==> src/rtl/spi_pkg.sv <==
// Shared types and defaults for the SPI mode-0 shifter.
// No logic: FSM state encoding plus default WIDTH and CS_HOLD values.
// Imported by spi_shifter; the shift register needs nothing from here.
package spi_pkg;

  typedef enum logic [1:0] {
    ST_IDLE  = 2'd0,
    ST_LEAD  = 2'd1,
    ST_SHIFT = 2'd2,
    ST_HOLD  = 2'd3
  } spi_state_e;

  localparam int SPI_WIDTH_DEF   = 8;
  localparam int SPI_CS_HOLD_DEF = 1;

endpackage

==> src/rtl/spi_shift_reg.sv <==
// WIDTH-bit shift register shared by tx and rx: tx bits leave at one end, miso enters the other.
// Latency: load/shift take effect on the next clk edge; dout_o is the bit currently at the exit end.
// No backpressure: load has priority over shift, and both are single-cycle strobes from the controller.
module spi_shift_reg #(
  parameter int WIDTH = 8
) (
  input  logic             clk,
  input  logic             rst,
  input  logic             load_i,
  input  logic [WIDTH-1:0] load_dat_i,
  input  logic             shift_i,
  input  logic             lsb_first_i,
  input  logic             din_i,
  output logic [WIDTH-1:0] q_o,
  output logic             dout_o
);

  logic [WIDTH-1:0] q_q;
  logic [WIDTH-1:0] q_d;

  // Next value: parallel load, or shift toward the exit end with din entering the far end.
  always_comb begin
    q_d = q_q;
    if (load_i) begin
      q_d = load_dat_i;
    end else if (shift_i) begin
      if (lsb_first_i) begin
        q_d            = q_q >> 1;
        q_d[WIDTH-1]   = din_i;
      end else begin
        q_d            = q_q << 1;
        q_d[0]         = din_i;
      end
    end
  end

  // Register update with synchronous clear.
  always_ff @(posedge clk) begin
    if (rst) q_q <= '0;
    else     q_q <= q_d;
  end

  assign q_o    = q_q;
  assign dout_o = lsb_first_i ? q_q[0] : q_q[WIDTH-1];

endmodule

==> src/rtl/spi_shifter.sv <==
// SPI mode-0 master shifter driven by external sck rise/fall strobes; bit order set by SPI_SHIFTER_LSB_FIRST_EN.
// Latency: 1 fall (lead) + WIDTH rise/fall pairs + CS_HOLD rises, then done_o; all outputs registered.
// No backpressure: start_i is only accepted in IDLE outside the done cycle, otherwise it is ignored.
module spi_shifter
  import spi_pkg::*;
#(
  parameter int WIDTH   = SPI_WIDTH_DEF,
  parameter int CS_HOLD = SPI_CS_HOLD_DEF
) (
  input  logic             clk,
  input  logic             rst,
  input  logic             sck_rise_i,
  input  logic             sck_fall_i,
  input  logic             start_i,
  input  logic [WIDTH-1:0] tx_data_i,
  input  logic             miso_i,
  output logic             sclk_o,
  output logic             mosi_o,
  output logic             cs_n_o,
  output logic             busy_o,
  output logic             done_o,
  output logic [WIDTH-1:0] rx_data_o
);

  localparam int              CW     = $clog2(WIDTH + 1);
  localparam logic [CW-1:0]   BITS   = CW'(WIDTH);
  localparam logic [1:0]      HOLD_N = 2'(CS_HOLD);

`ifdef SPI_SHIFTER_LSB_FIRST_EN
  localparam logic LSB_FIRST = 1'b1;
`else
  localparam logic LSB_FIRST = 1'b0;
`endif

  spi_state_e       state_q;
  logic [CW-1:0]    bit_cnt_q;
  logic [1:0]       hold_cnt_q;
  logic             sclk_q;
  logic             mosi_q;
  logic             cs_n_q;
  logic             busy_q;
  logic             done_q;
  logic [WIDTH-1:0] rx_q;

  logic             accept;
  logic             fall_eff;
  logic             sr_shift;
  logic             tx_first;
  logic [WIDTH-1:0] sr_q;
  logic             sr_dout;

  // A coincident rise wins, so a fall only counts when no rise is present.
  assign fall_eff = sck_fall_i & ~sck_rise_i;
  // The done cycle sits in IDLE but must not start a new transfer.
  assign accept   = (state_q == ST_IDLE) && start_i && !done_q;
  assign sr_shift = (state_q == ST_SHIFT) && sck_rise_i && (bit_cnt_q < BITS);
  assign tx_first = LSB_FIRST ? tx_data_i[0] : tx_data_i[WIDTH-1];

  spi_shift_reg #(.WIDTH(WIDTH)) u_sr (
    .clk        (clk),
    .rst        (rst),
    .load_i     (accept),
    .load_dat_i (tx_data_i),
    .shift_i    (sr_shift),
    .lsb_first_i(LSB_FIRST),
    .din_i      (miso_i),
    .q_o        (sr_q),
    .dout_o     (sr_dout)
  );

  // Transfer sequencing and all registered bus/status outputs.
  always_ff @(posedge clk) begin
    if (rst) begin
      state_q    <= ST_IDLE;
      bit_cnt_q  <= '0;
      hold_cnt_q <= '0;
      sclk_q     <= 1'b0;
      mosi_q     <= 1'b0;
      cs_n_q     <= 1'b1;
      busy_q     <= 1'b0;
      done_q     <= 1'b0;
      rx_q       <= '0;
    end else begin
      done_q <= 1'b0;
      case (state_q)
        ST_IDLE: begin
          if (done_q) begin
            busy_q <= 1'b0;
          end else if (start_i) begin
            mosi_q     <= tx_first;
            cs_n_q     <= 1'b0;
            busy_q     <= 1'b1;
            bit_cnt_q  <= '0;
            hold_cnt_q <= '0;
            state_q    <= ST_LEAD;
          end
        end
        ST_LEAD: begin
          if (fall_eff) state_q <= ST_SHIFT;
        end
        ST_SHIFT: begin
          if (sck_rise_i) begin
            // Counter saturates at WIDTH; a stray extra rise is ignored.
            if (bit_cnt_q < BITS) begin
              sclk_q    <= 1'b1;
              bit_cnt_q <= bit_cnt_q + 1'b1;
            end
          end else if (sck_fall_i) begin
            sclk_q <= 1'b0;
            if (bit_cnt_q < BITS) begin
              mosi_q <= sr_dout;
            end else begin
              hold_cnt_q <= '0;
              state_q    <= ST_HOLD;
            end
          end
        end
        ST_HOLD: begin
          if (hold_cnt_q == HOLD_N) begin
            cs_n_q  <= 1'b1;
            mosi_q  <= 1'b0;
            rx_q    <= sr_q;
            done_q  <= 1'b1;
            state_q <= ST_IDLE;
          end else if (sck_rise_i) begin
            hold_cnt_q <= hold_cnt_q + 2'd1;
          end
        end
        default: state_q <= ST_IDLE;
      endcase
    end
  end

  assign sclk_o    = sclk_q;
  assign mosi_o    = mosi_q;
  assign cs_n_o    = cs_n_q;
  assign busy_o    = busy_q;
  assign done_o    = done_q;
  assign rx_data_o = rx_q;

endmodule

==> config.mk <==
export PLATFORM = sky130hd
export DESIGN_NAME = spi_shifter
export DESIGN_NICKNAME = d
export VERILOG_FILES = /design/src/rtl/spi_pkg.sv /design/src/rtl/spi_shift_reg.sv /design/src/rtl/spi_shifter.sv
export SDC_FILE = /design/constraint.sdc
export NUM_CORES = 1
export LEC_CHECK = 0
export CAP_MARGIN = 5
export CORE_MARGIN = 3
export CORE_UTILIZATION = 50
export DETAILED_ROUTE_END_ITERATION = 16
export PLACE_DENSITY = 0.74
export SYNTH_ARGS = -nofsm -noshare
export SYNTH_HDL_FRONTEND = slang
export SYNTH_HIERARCHICAL = 1
export SYNTH_SLANG_ARGS = --single-unit
==> constraint.sdc <==
create_clock -name clk -period 3.5 [get_ports clk]
set_input_delay 0.525 -clock clk [delete_from_list [all_inputs] [get_ports clk]]
set_output_delay 0.525 -clock clk [all_outputs]
set_load 0.02 [all_outputs]
==> flow_summary_export.csv, run 1 <==
group,metric,value,unit
routing,wirelength,3786,um
sta,hold_violations,0,
critical_path,critPathLaunch,"state_q[0]",
critical_path,cp_max_fo,17,
critical_path,r2r-start,"state_q[0]",
layout,diodes,0,
routing,drt-initial-drc-count,109,
critical_path,crit_type,"register to register",
layout,nNetsFinal,227,
sta,rsz0062_at_grt,"false",
routing,wl_met1,1607,um
sta,period_needed,2.220,ns
logic_synthesis,avgSynthCellArea,9.505,um^2
clocking,cts_max_level,2,
placed_design,dp.cells,240,
run,maxCapViolCount,0,
critical_path,worstPathRequired,3.74,ns
logic_synthesis,synth_top_flop_cell,"dfxtp_1",
routing,via_per_inst,5.698,
clocking,cts_made_buffers,5,
clocking,tritoncts_num_sinks,29,
grt,grt_pass1_wl,6451,um
clocking,max-clock-path-buffers,2,
sta,fin_skew,0.009743,ns
logic_synthesis,synth_compound_area_share,21.62,%
sta,setup_violations,0,
floorplanning,initial_core_util,53.48,%
sta,whs,0.4627,ns
routing,num_vias,1413,
power_and_ir_drop,seq_power_share,35.5,%
critical_path,start_kind,"register",
routing,met3WireLength,201,um
critical_path,end_kind,"register",
logic_synthesis,netlist_area,0.001673,mm^2
clocking,cts_tree,"built",
floorplanning,die_w,63.84,um
placed_design,placed_area,0.001949,mm^2
critical_path,cp.arrival,2.46,ns
clocking,worstSkewPairLatency,0.33,ns
min_path,holdCritStartpoint,"rx_data_o[1]",
logic_synthesis,syn-num-nets,200,
min_path,min_path_type,"register to register",
logic_synthesis,synth.top_cell.area_share,34.70,%
logic_synthesis,synth_cell_types,44,
logic_synthesis,synth.area.top_cells,"dfxtp_1 35%, ha_1 7.5%, nand2_1 7.2%, a21oi_1 5.4%, mux2i_1 4.8%",
logic_synthesis,synth.largest_area_cell,"dfxtp_1",
layout,drive_above_1_share,15.20,%
floorplanning,die_area,0.004076,mm^2
logic_synthesis,async_reset_ff_share,0,%
power_and_ir_drop,comb_power_share,45.4,%
routing,topRoutingLayerUsed,"met4",
power_and_ir_drop,power_density,601.3,mW/mm^2
floorplanning,die_height,63.84,um
grt,grt_pass1_vias,1409,
clocking,post-cts-setup-buffers,0,
routing,firstDrtPassIters,4,
placed_design,port_buffers,26,
grt,grt_max_degree,25,
power_and_ir_drop,p_sw,470.1,uW
floorplanning,core_area,0.003128,mm^2
logic_synthesis,synth_mux_area_share,5.460,%
logic_synthesis,synth-adder-area-share,7.479,%
grt,antenna_found_initial,0,
sta,setup_tns,0,ns
status,outcome,"finished clean",
power_and_ir_drop,power_frac_clock,19.2,%
clocking,cts-root-buf,"clkbuf_4",
clocking,path_clk_slew,0.10,ns
routing,antenna_left,0,
logic_synthesis,yosys.area_share.simple,25.50,%
logic_synthesis,synth_xor_area_share,0,%
placed_design,dpl.hpwl,2845,um
critical_path,r2r_cells,7,
sta,maxSlewHeadroom,46.02,%
placed_design,gp_congestion,0.8094,
logic_synthesis,syn-instance-count,176,
min_path,whs_path_depth,2,
logic_synthesis,yosysSeqAreaShare,34.70,%
sta,finalMaxSlewViolations,0,
sta,fin_crit_sh,63.42,%
layout,stdcell_area,0.002019,mm^2
clocking,ctsResizeCount,0,
logic_synthesis,ys_ff_latch,29,
layout,final_cells,248,
sta,fmax,450.5,MHz
power_and_ir_drop,leakage,0.0007740,uW
sta,worst_pin_slew,0.8072,ns
grt,grt_use_total,19.96,%
layout,syn2layout_area_growth,20.72,%
routing,post_drt_wl_per_cell,15.27,um
logic_synthesis,yosysWarnings,6,
routing,drcViolationCount,0,
floorplanning,pin_count,27,
power_and_ir_drop,cell_internal_pwr,744.2,uW
logic_synthesis,synth_edf_count,0,
grt,overflow,0,
floorplanning,row_count,20,
logic_synthesis,synth_top_family_by_area,"simple AND/OR/NAND/NOR gates",
routing,route.met2.wl,1937,um
power_and_ir_drop,p_sw_share,38.72,%
clocking,cts_hold_buffers,0,
power_and_ir_drop,max-vdd-ir-drop,0.4222,mV
## metrics by stage
| stage | utilization [%] | power, uW | setup WS [ns] |
|---|---|---|---|
| after floorplan | - | 852.2 | 1.659 |
| after global placement | 62.32 | 957.7 | 1.232 |
| after detailed placement | 62.32 | 985.3 | 1.153 |
| after CTS | 64.56 | 1216 | 1.282 |
| after global routing | 64.56 | 1299 | 1.122 |
| final | 64.56 | 1214 | 1.280 |
## area by class of cell
cell class	instances	area (um^2)
fillers	278	1109
multi-input cells	132	1008
flip-flops and latches	29	580.6
repair buffers	29	282.8
clock buffers	7	65.06
well taps	44	55.05
inverters	6	22.52
clock inverters	1	5.005
## state kept, by name, indices dropped and copies added (netlist names)
signal,cells
bit_cnt_q,4
busy_o,1
cs_n_o,1
done_o,1
hold_cnt_q,2
mosi_o,1
rx_data_o,8
sclk_o,1
state_q,2
u_sr/q_o,8
## final timing paths
path | endpoint | slack [ns]
max | u_sr/q_o[5] | 1.28
min | rx_data_o[1] | 0.46
max reg2reg | u_sr/q_o[5] | 1.28
min reg2reg | rx_data_o[1] | 0.46
## cell usage after synthesis, drive strengths merged (2+ instances only)
master / count
a211oi: 2
a21oi: 18
a221oi: 2
a311oi: 2
a31o: 2
and2b: 2
and3: 2
buf: 7
clkbuf: 2
dfxtp: 29
ha: 10
inv: 6
mux2i: 8
nand2: 32
nand2b: 7
nand3b: 3
nor2: 3
nor3: 2
nor3b: 3
o21ai: 4
o221ai: 7
or4b: 8
## kinds of logic after synthesis
group	after synthesis
flops	29
simple gates	69
mux	9
fa+ha+maj	10
buf+inv	15
other cells	1
compound gates	43
## cells in the final DEF (no fill, tap or decap), types with 2 or more instances in the layout
| master | instances |
|---|---|
| clkbuf_4 | 5 |
| a31o_1 | 2 |
| o221ai_1 | 5 |
| clkbuf_8 | 2 |
| and3_1 | 2 |
| o221ai_2 | 2 |
| nand2_1 | 32 |
| nand2b_4 | 2 |
| nand3b_1 | 2 |
| buf_4 | 3 |
| or4b_2 | 4 |
| mux2i_1 | 8 |
| a211oi_1 | 2 |
| a221oi_4 | 2 |
| clkdlybuf4s50_1 | 26 |
| inv_1 | 6 |
| o21ai_0 | 3 |
| nor2_1 | 3 |
| or4b_1 | 4 |
| nand2b_1 | 4 |
| ha_1 | 10 |
| nor3_1 | 2 |
| dfxtp_1 | 29 |
| nor3b_1 | 3 |
| a21oi_1 | 18 |
| and2b_4 | 2 |
| a311oi_1 | 2 |
## per-layer routing
layer | track usage (%) | up-vias
met3 | 5.800 | 4
met4 | 7.008 | 0
met5 | 0 | -
li1 | - | 693
met1 | 23.61 | 680
met2 | 34.06 | 36
## power groups by stage
stage / logic, uW / clock network [uW] / registers [uW]
detailed placement: 546 / 0 / 440
global route: 603 / 257 / 439
finish: 551 / 233 / 431
CTS: 548 / 237 / 431
global placement: 522 / 0 / 436
floorplan: 410 / 0 / 442
## critical path: stages (launching register included)
cell,delay (ns)
dfxtp_1,0.42
inv_1,0.12
ha_1,0.42
nand2_1,0.16
nor2_1,0.05
buf_4,0.18
or3b_1,0.55
o221ai_1,0.22
No activity file was read; power rests on OpenSTA's default activity.
==> inputs of run 2 (changes only) <==
--- a/config.mk
+++ b/config.mk
@@ -7,9 +7,9 @@
 export LEC_CHECK = 0
 export CAP_MARGIN = 5
 export CORE_MARGIN = 3
-export CORE_UTILIZATION = 50
+export CORE_UTILIZATION = 48
 export DETAILED_ROUTE_END_ITERATION = 16
-export PLACE_DENSITY = 0.74
+export PLACE_DENSITY = 0.75
 export SYNTH_ARGS = -nofsm -noshare
 export SYNTH_HDL_FRONTEND = slang
 export SYNTH_HIERARCHICAL = 1
==> constraint.sdc (replaced) <==
create_clock -name clk -period 1.9 [get_ports clk]
set_input_delay 0.285 -clock clk [delete_from_list [all_inputs] [get_ports clk]]
set_output_delay 0.285 -clock clk [all_outputs]
set_load 0.02 [all_outputs]
==> flow_summary_export.csv, run 2 (synthesis results as in run 1) <==
group,metric,value,unit
clocking,cts_tree,"built",
routing,firstDrtPassIters,4,
grt,grt_pass1_vias,1578,
critical_path,crit_type,"register to register",
run,maxCapViolCount,0,
routing,antenna_left,0,
power_and_ir_drop,p_sw_share,39.52,%
clocking,cts_made_buffers,5,
layout,final_common_cell,"nand2_1",
layout,diodes,0,
critical_path,r2r-start,"state_q[0]",
power_and_ir_drop,seq_power_share,34.0,%
clocking,worstSkewPairLatency,0.32,ns
power_and_ir_drop,max-vdd-ir-drop,0.7721,mV
floorplanning,pin_count,27,
clocking,post-cts-setup-buffers,0,
layout,nFillCells,290,
critical_path,worstPathRequired,2.14,ns
layout,stdcell_area,0.002073,mm^2
clocking,cts-root-buf,"clkbuf_4",
sta,rsz0062_at_grt,"false",
grt,overflow,0,
placed_design,placed_area,0.002019,mm^2
power_and_ir_drop,comb_power_share,50.5,%
floorplanning,die_w,65.04,um
layout,syn2layout_area_growth,23.93,%
critical_path,ff2ff_setup_slack,0.08,ns
clocking,cts_max_level,2,
sta,fin_crit_sh,95.93,%
clocking,cts_hold_buffers,0,
routing,post_drt_wl_per_cell,15.06,um
clocking,max-clock-path-buffers,2,
min_path,whs_path_depth,2,
power_and_ir_drop,power_density,1102,mW/mm^2
critical_path,cp.arrival,2.06,ns
sta,fmax,548.6,MHz
critical_path,critPathLaunch,"state_q[0]",
sta,period_needed,1.823,ns
placed_design,port_buffers,26,
sta,hold_violations,0,
placed_design,dpl.hpwl,2859,um
routing,wirelength,3826,um
critical_path,cp-endpoint,"u_sr/q_o[5]",
layout,final_cells,254,
floorplanning,die_area,0.004230,mm^2
routing,drcViolationCount,0,
layout,final_cell_mix,"32 x nand2_1, 29 x dfxtp_1, 26 x clkdlybuf4s50_1, 18 x a21oi_1, 10 x ha_1",
power_and_ir_drop,power_frac_clock,15.5,%
clocking,path_clk_slew,0.09,ns
layout,nNetsFinal,233,
floorplanning,row_count,20,
power_and_ir_drop,cell_internal_pwr,1382,uW
placed_design,dp.cells,246,
clocking,ctsResizeCount,0,
status,outcome,"finished clean",
sta,setup_violations,0,
grt,grt_pass1_wl,6803,um
grt,grt_max_degree,38,
power_and_ir_drop,leakage,0.0008061,uW
routing,drt-initial-drc-count,71,
critical_path,r2r-end,"u_sr/q_o[5]",
floorplanning,core_area,0.003178,mm^2
critical_path,r2r_cells,7,
grt,antenna_found_initial,0,
min_path,min_path_type,"register to register",
placed_design,gp_congestion,0.8119,
clocking,tritoncts_num_sinks,29,
critical_path,end_kind,"register",
grt,grt_use_total,20.52,%
layout,drive_above_1_share,17.62,%
routing,via_per_inst,5.543,
sta,fin_skew,0.01458,ns
sta,whs,0.4574,ns
power_and_ir_drop,p_sw,902.9,uW
critical_path,cp_max_fo,17,
floorplanning,die_height,65.04,um
floorplanning,initial_core_util,52.64,%
critical_path,start_kind,"register",
sta,finalMaxSlewViolations,0,
routing,num_vias,1408,
## run 2: changes by cell type in the layout (fill, tap and decap cells not counted), sizes merged
cell    delta
buf        +6
clkbuf     -1
clkinv     +1
## run 2: worst max-delay path: stages, from the launching register on
cell and delay [ns]:
dfxtp_1 0.34, inv_1 0.09, ha_1 0.24, nand2_1 0.09, nor2_1 0.07, buf_12 0.15
or4b_2 0.66, o221ai_1 0.10
## run 2: how the worst min path moves through the flow
stage | startpoint | slack, ns | endpoint
floorplan | sck_rise_i | 0.43 | sclk_o
global placement | rx_data_o[4] | 0.44 | rx_data_o[4]
detailed placement | rx_data_o[3] | 0.45 | rx_data_o[3]
CTS | rx_data_o[3] | 0.46 | rx_data_o[3]
global route | rx_data_o[4] | 0.50 | rx_data_o[4]
finish | rx_data_o[3] | 0.46 | rx_data_o[3]
## run 2: through the flow
step | utilization (%) | TNS, ns | power (uW) | worst slack (ns)
finish | 65.24 | 0 | 2285 | 0.07732
global route | 65.24 | 0 | 2447 | 0.007102
CTS | 65.16 | 0 | 2279 | 0.06267
detailed placement | 63.54 | -0.3539 | 1927 | -0.08199
global placement | 63.54 | -0.004266 | 1869 | -0.004266
floorplan | - | 0 | 1570 | 0.05937
## run 2: power by group through the flow
stage,Combinational [uW],Sequential (uW),Clock [uW]
3_3_place_gp,1080,786,0
4_1_cts,1140,776,361
3_5_place_dp,1140,789,0
5_1_grt,1260,787,397
6_report,1150,777,355
2_1_floorplan,756,814,0
## run 2: final cells by class
class                   instances  area [um^2]  share of cell area (%)
multi-input cells             132         1011                   48.76
flip-flops and latches         29        580.6                   28.00
repair buffers                 35        352.8                   17.02
well taps                      44        55.05                   2.655
clock buffers                   6        41.29                   1.992
inverters                       6        22.52                   1.086
clock inverters                 2        10.01                  0.4828
## run 2: per-layer routing
metal,routed length [um],vias to the layer above,track usage (%)
met3,168,8,6.239
met4,72,0,10.10
met5,0,-,0
met2,2007,30,35.63
li1,-,705,-
met1,1578,665,22.54
==> RTL edit (settings of run 1) <==
`SPI_WIDTH_DEF`: 8 -> 4.
--- a/src/rtl/spi_pkg.sv
+++ b/src/rtl/spi_pkg.sv
@@ -10,7 +10,7 @@
     ST_HOLD  = 2'd3
   } spi_state_e;
 
-  localparam int SPI_WIDTH_DEF   = 8;
+  localparam int SPI_WIDTH_DEF   = 4;
   localparam int SPI_CS_HOLD_DEF = 1;
 
 endpackage
Ports: changed (resized rx_data_o and tx_data_i); port bits go from 27 to 19. No check against the original RTL was run, so the function may have changed too.
==> RTL edit against run 1 <==
Clock skew shrank 6.1 ps. Total power shrank 29%. Cell count shrank 29%. Synthesized area shrank 29%. Critical path depth shrank 1. Setup slack gained 210 ps. Wire length shrank 32%. Design area shrank 30%. Sequential cell count shrank 9. Synthesized cell count shrank 27%. Critical path type unchanged. Largest cell class unchanged.
==> RTL edit: results (changes against run 1) <==
Drt
  • Number of iterations in the first detailed-routing pass: 4 (unchanged)
  • Vias per Instance: 6.00 (was 5.70)
  • Via count: 1050 (was 1413)
  • Routed Wire Length: 2590 µm (was 3790 µm)
  • DRC violation total after the first TritonRoute iteration: 28 (was 109)

Logic synthesis
  • Mean instance size in the synthesized netlist: 9.19 µm² (was 9.50 µm²)
  • Top post-synthesis cells by count: 20 x sky130_fd_sc_hd__dfxtp_1, 15 x sky130_fd_sc_hd__a21oi_1, 13 x sky130_fd_sc_hd__nand2_1 (was 32 x sky130_fd_sc_hd__nand2_1, 29 x sky130_fd_sc_hd__dfxtp_1, 18 x sky130_fd_sc_hd__a21oi_1)
  • Synthesized netlist net count: 149 (was 200)
  • Fraction of registers with async set/reset: 0% (unchanged)
  • Distinct cells, synth: 41 (was 44)
  • Cells taking the most area after synthesis: sky130_fd_sc_hd__dfxtp_1 34%, sky130_fd_sc_hd__ha_1 11%, sky130_fd_sc_hd__a21oi_1 6.3% (was sky130_fd_sc_hd__dfxtp_1 35%, sky130_fd_sc_hd__ha_1 7.5%, sky130_fd_sc_hd__nand2_1 7.2%)
  • Part of the Yosys area used for sequential elements: 33.8% (was 34.7%)

Placed design
  • DP Worst Slack: 1440 ps (was 1150 ps)
  • Placed cells: 171 (was 240)
  • Global placer's final weighted congestion: 0.759 (was 0.809)
  • Sum of net half-perimeters after detailed placement: 1930 µm (was 2850 µm)
  • Buffers added on ports: 18 (was 26)

Global route
  • Maximum number of pins on one net before global-route repair: 17 (was 25)
  • Global-route wire length before repair: 4130 µm (was 6450 µm)
  • Global routing usage summed across all routing layers: 19.1% (was 20.0%)
  • Via count of the first global-routing pass: 950 (was 1409)

Pwr
  • Static leakage: 0.552 nW (was 0.774 nW)
  • Peak supply drop: 0.407 mV (was 0.422 mV)
  • Switching part of the total power: 40.6% (was 38.7%)

Clocking
  • Clock insertion delay at the later pin of the skew report: 310 ps (was 330 ps)
  • CTS Buf Count: 3 (was 5)
  • Clock-pin slew reported for the worst setup and hold paths after clock tree synthesis: 120 ps (was 100 ps)
  • # H-tree levels: 1 (was 2)

Critical path
  • Maximum fanout along the worst path: 7 (was 17)
  • CP Data Arrival Time: 2240 ps (was 2460 ps)
  • Largest incremental delay on the critical path: 420 ps (was 550 ps)
  • Master of the slowest instance on the critical path: sky130_fd_sc_hd__or3b_4 (was sky130_fd_sc_hd__or3b_1)
  • Number of cells traversed by the worst register-to-register path: 6 (was 7)

Hold path
  • Class of the worst hold path: flip-flop to flip-flop (unchanged)

Cells and area
  • Filler Cell Count: 203 (was 278)
  • Final cell utilization of the core: 63.3% (was 64.6%)

Run status
  • Outcome: finished, final reports clean (unchanged)

Timing
  • Clock tree skew after final layout: 3.65 ps (was 9.74 ps)
RTL edit: worst reg2reg max path, delay by kind of cell, from the launching register on:
kind,cells,cell delay [ps]
flops,1,380
fa+ha+maj,1,360
simple gates,3,900
compound gates,1,160
buf+inv,1,140
RTL edit: cell type report:
| cell class | instances | area share (%) |
|---|---|---|
| Sequential cell | 20 | 28.3 |
| Inverter | 7 | 1.86 |
| Timing Repair Buffer | 19 | 13.3 |
| Multi-Input combinational cell | 97 | 51.5 |
| Clock buffer | 4 | 2.57 |
| Tap cell | 28 | 2.48 |
RTL edit: path summary, 6_finish.rpt:
path,startpoint,end,slack [ps]
worst min register to register,rx_data_o[2],rx_data_o[2],460
worst min-delay path,rx_data_o[2],rx_data_o[2],460
worst max-delay path,state_q[0],u_sr/q_o[3],1490
worst max register to register,state_q[0],u_sr/q_o[3],1490
RTL edit: kinds of logic after synthesis:
group | after synthesis | share of synthesized area (%)
AOI/OAI and AO/OA | 38 | 23.1
adders and majority gates | 10 | 10.6
buffers and inverters | 12 | 4.75
DFF | 20 | 33.8
muxes | 6 | 5.28
other | 1 | 0.316
and+or+nand+nor | 42 | 22.2
RTL edit: per-layer routing:
| metal | GRT usage (%) | part of all wire, % |
|---|---|---|
| met1 | 23.1 | 45 |
| met2 | 34.3 | 48 |
| met3 | 3.27 | 6.1 |
| met4 | 4.98 | 1.5 |
| met5 | 0 | 0 |
RTL edit: power groups by stage:
stage | Clock [W] | Combinational, W | Sequential, W
after global routing | 0.000148 | 0.000468 | 0.000308
after detailed placement | 0 | 0.000417 | 0.000307
after CTS | 0.000139 | 0.000420 | 0.000302
after global placement | 0 | 0.000405 | 0.000306
after floorplan | 0 | 0.000317 | 0.000313
final | 0.000139 | 0.000425 | 0.000302
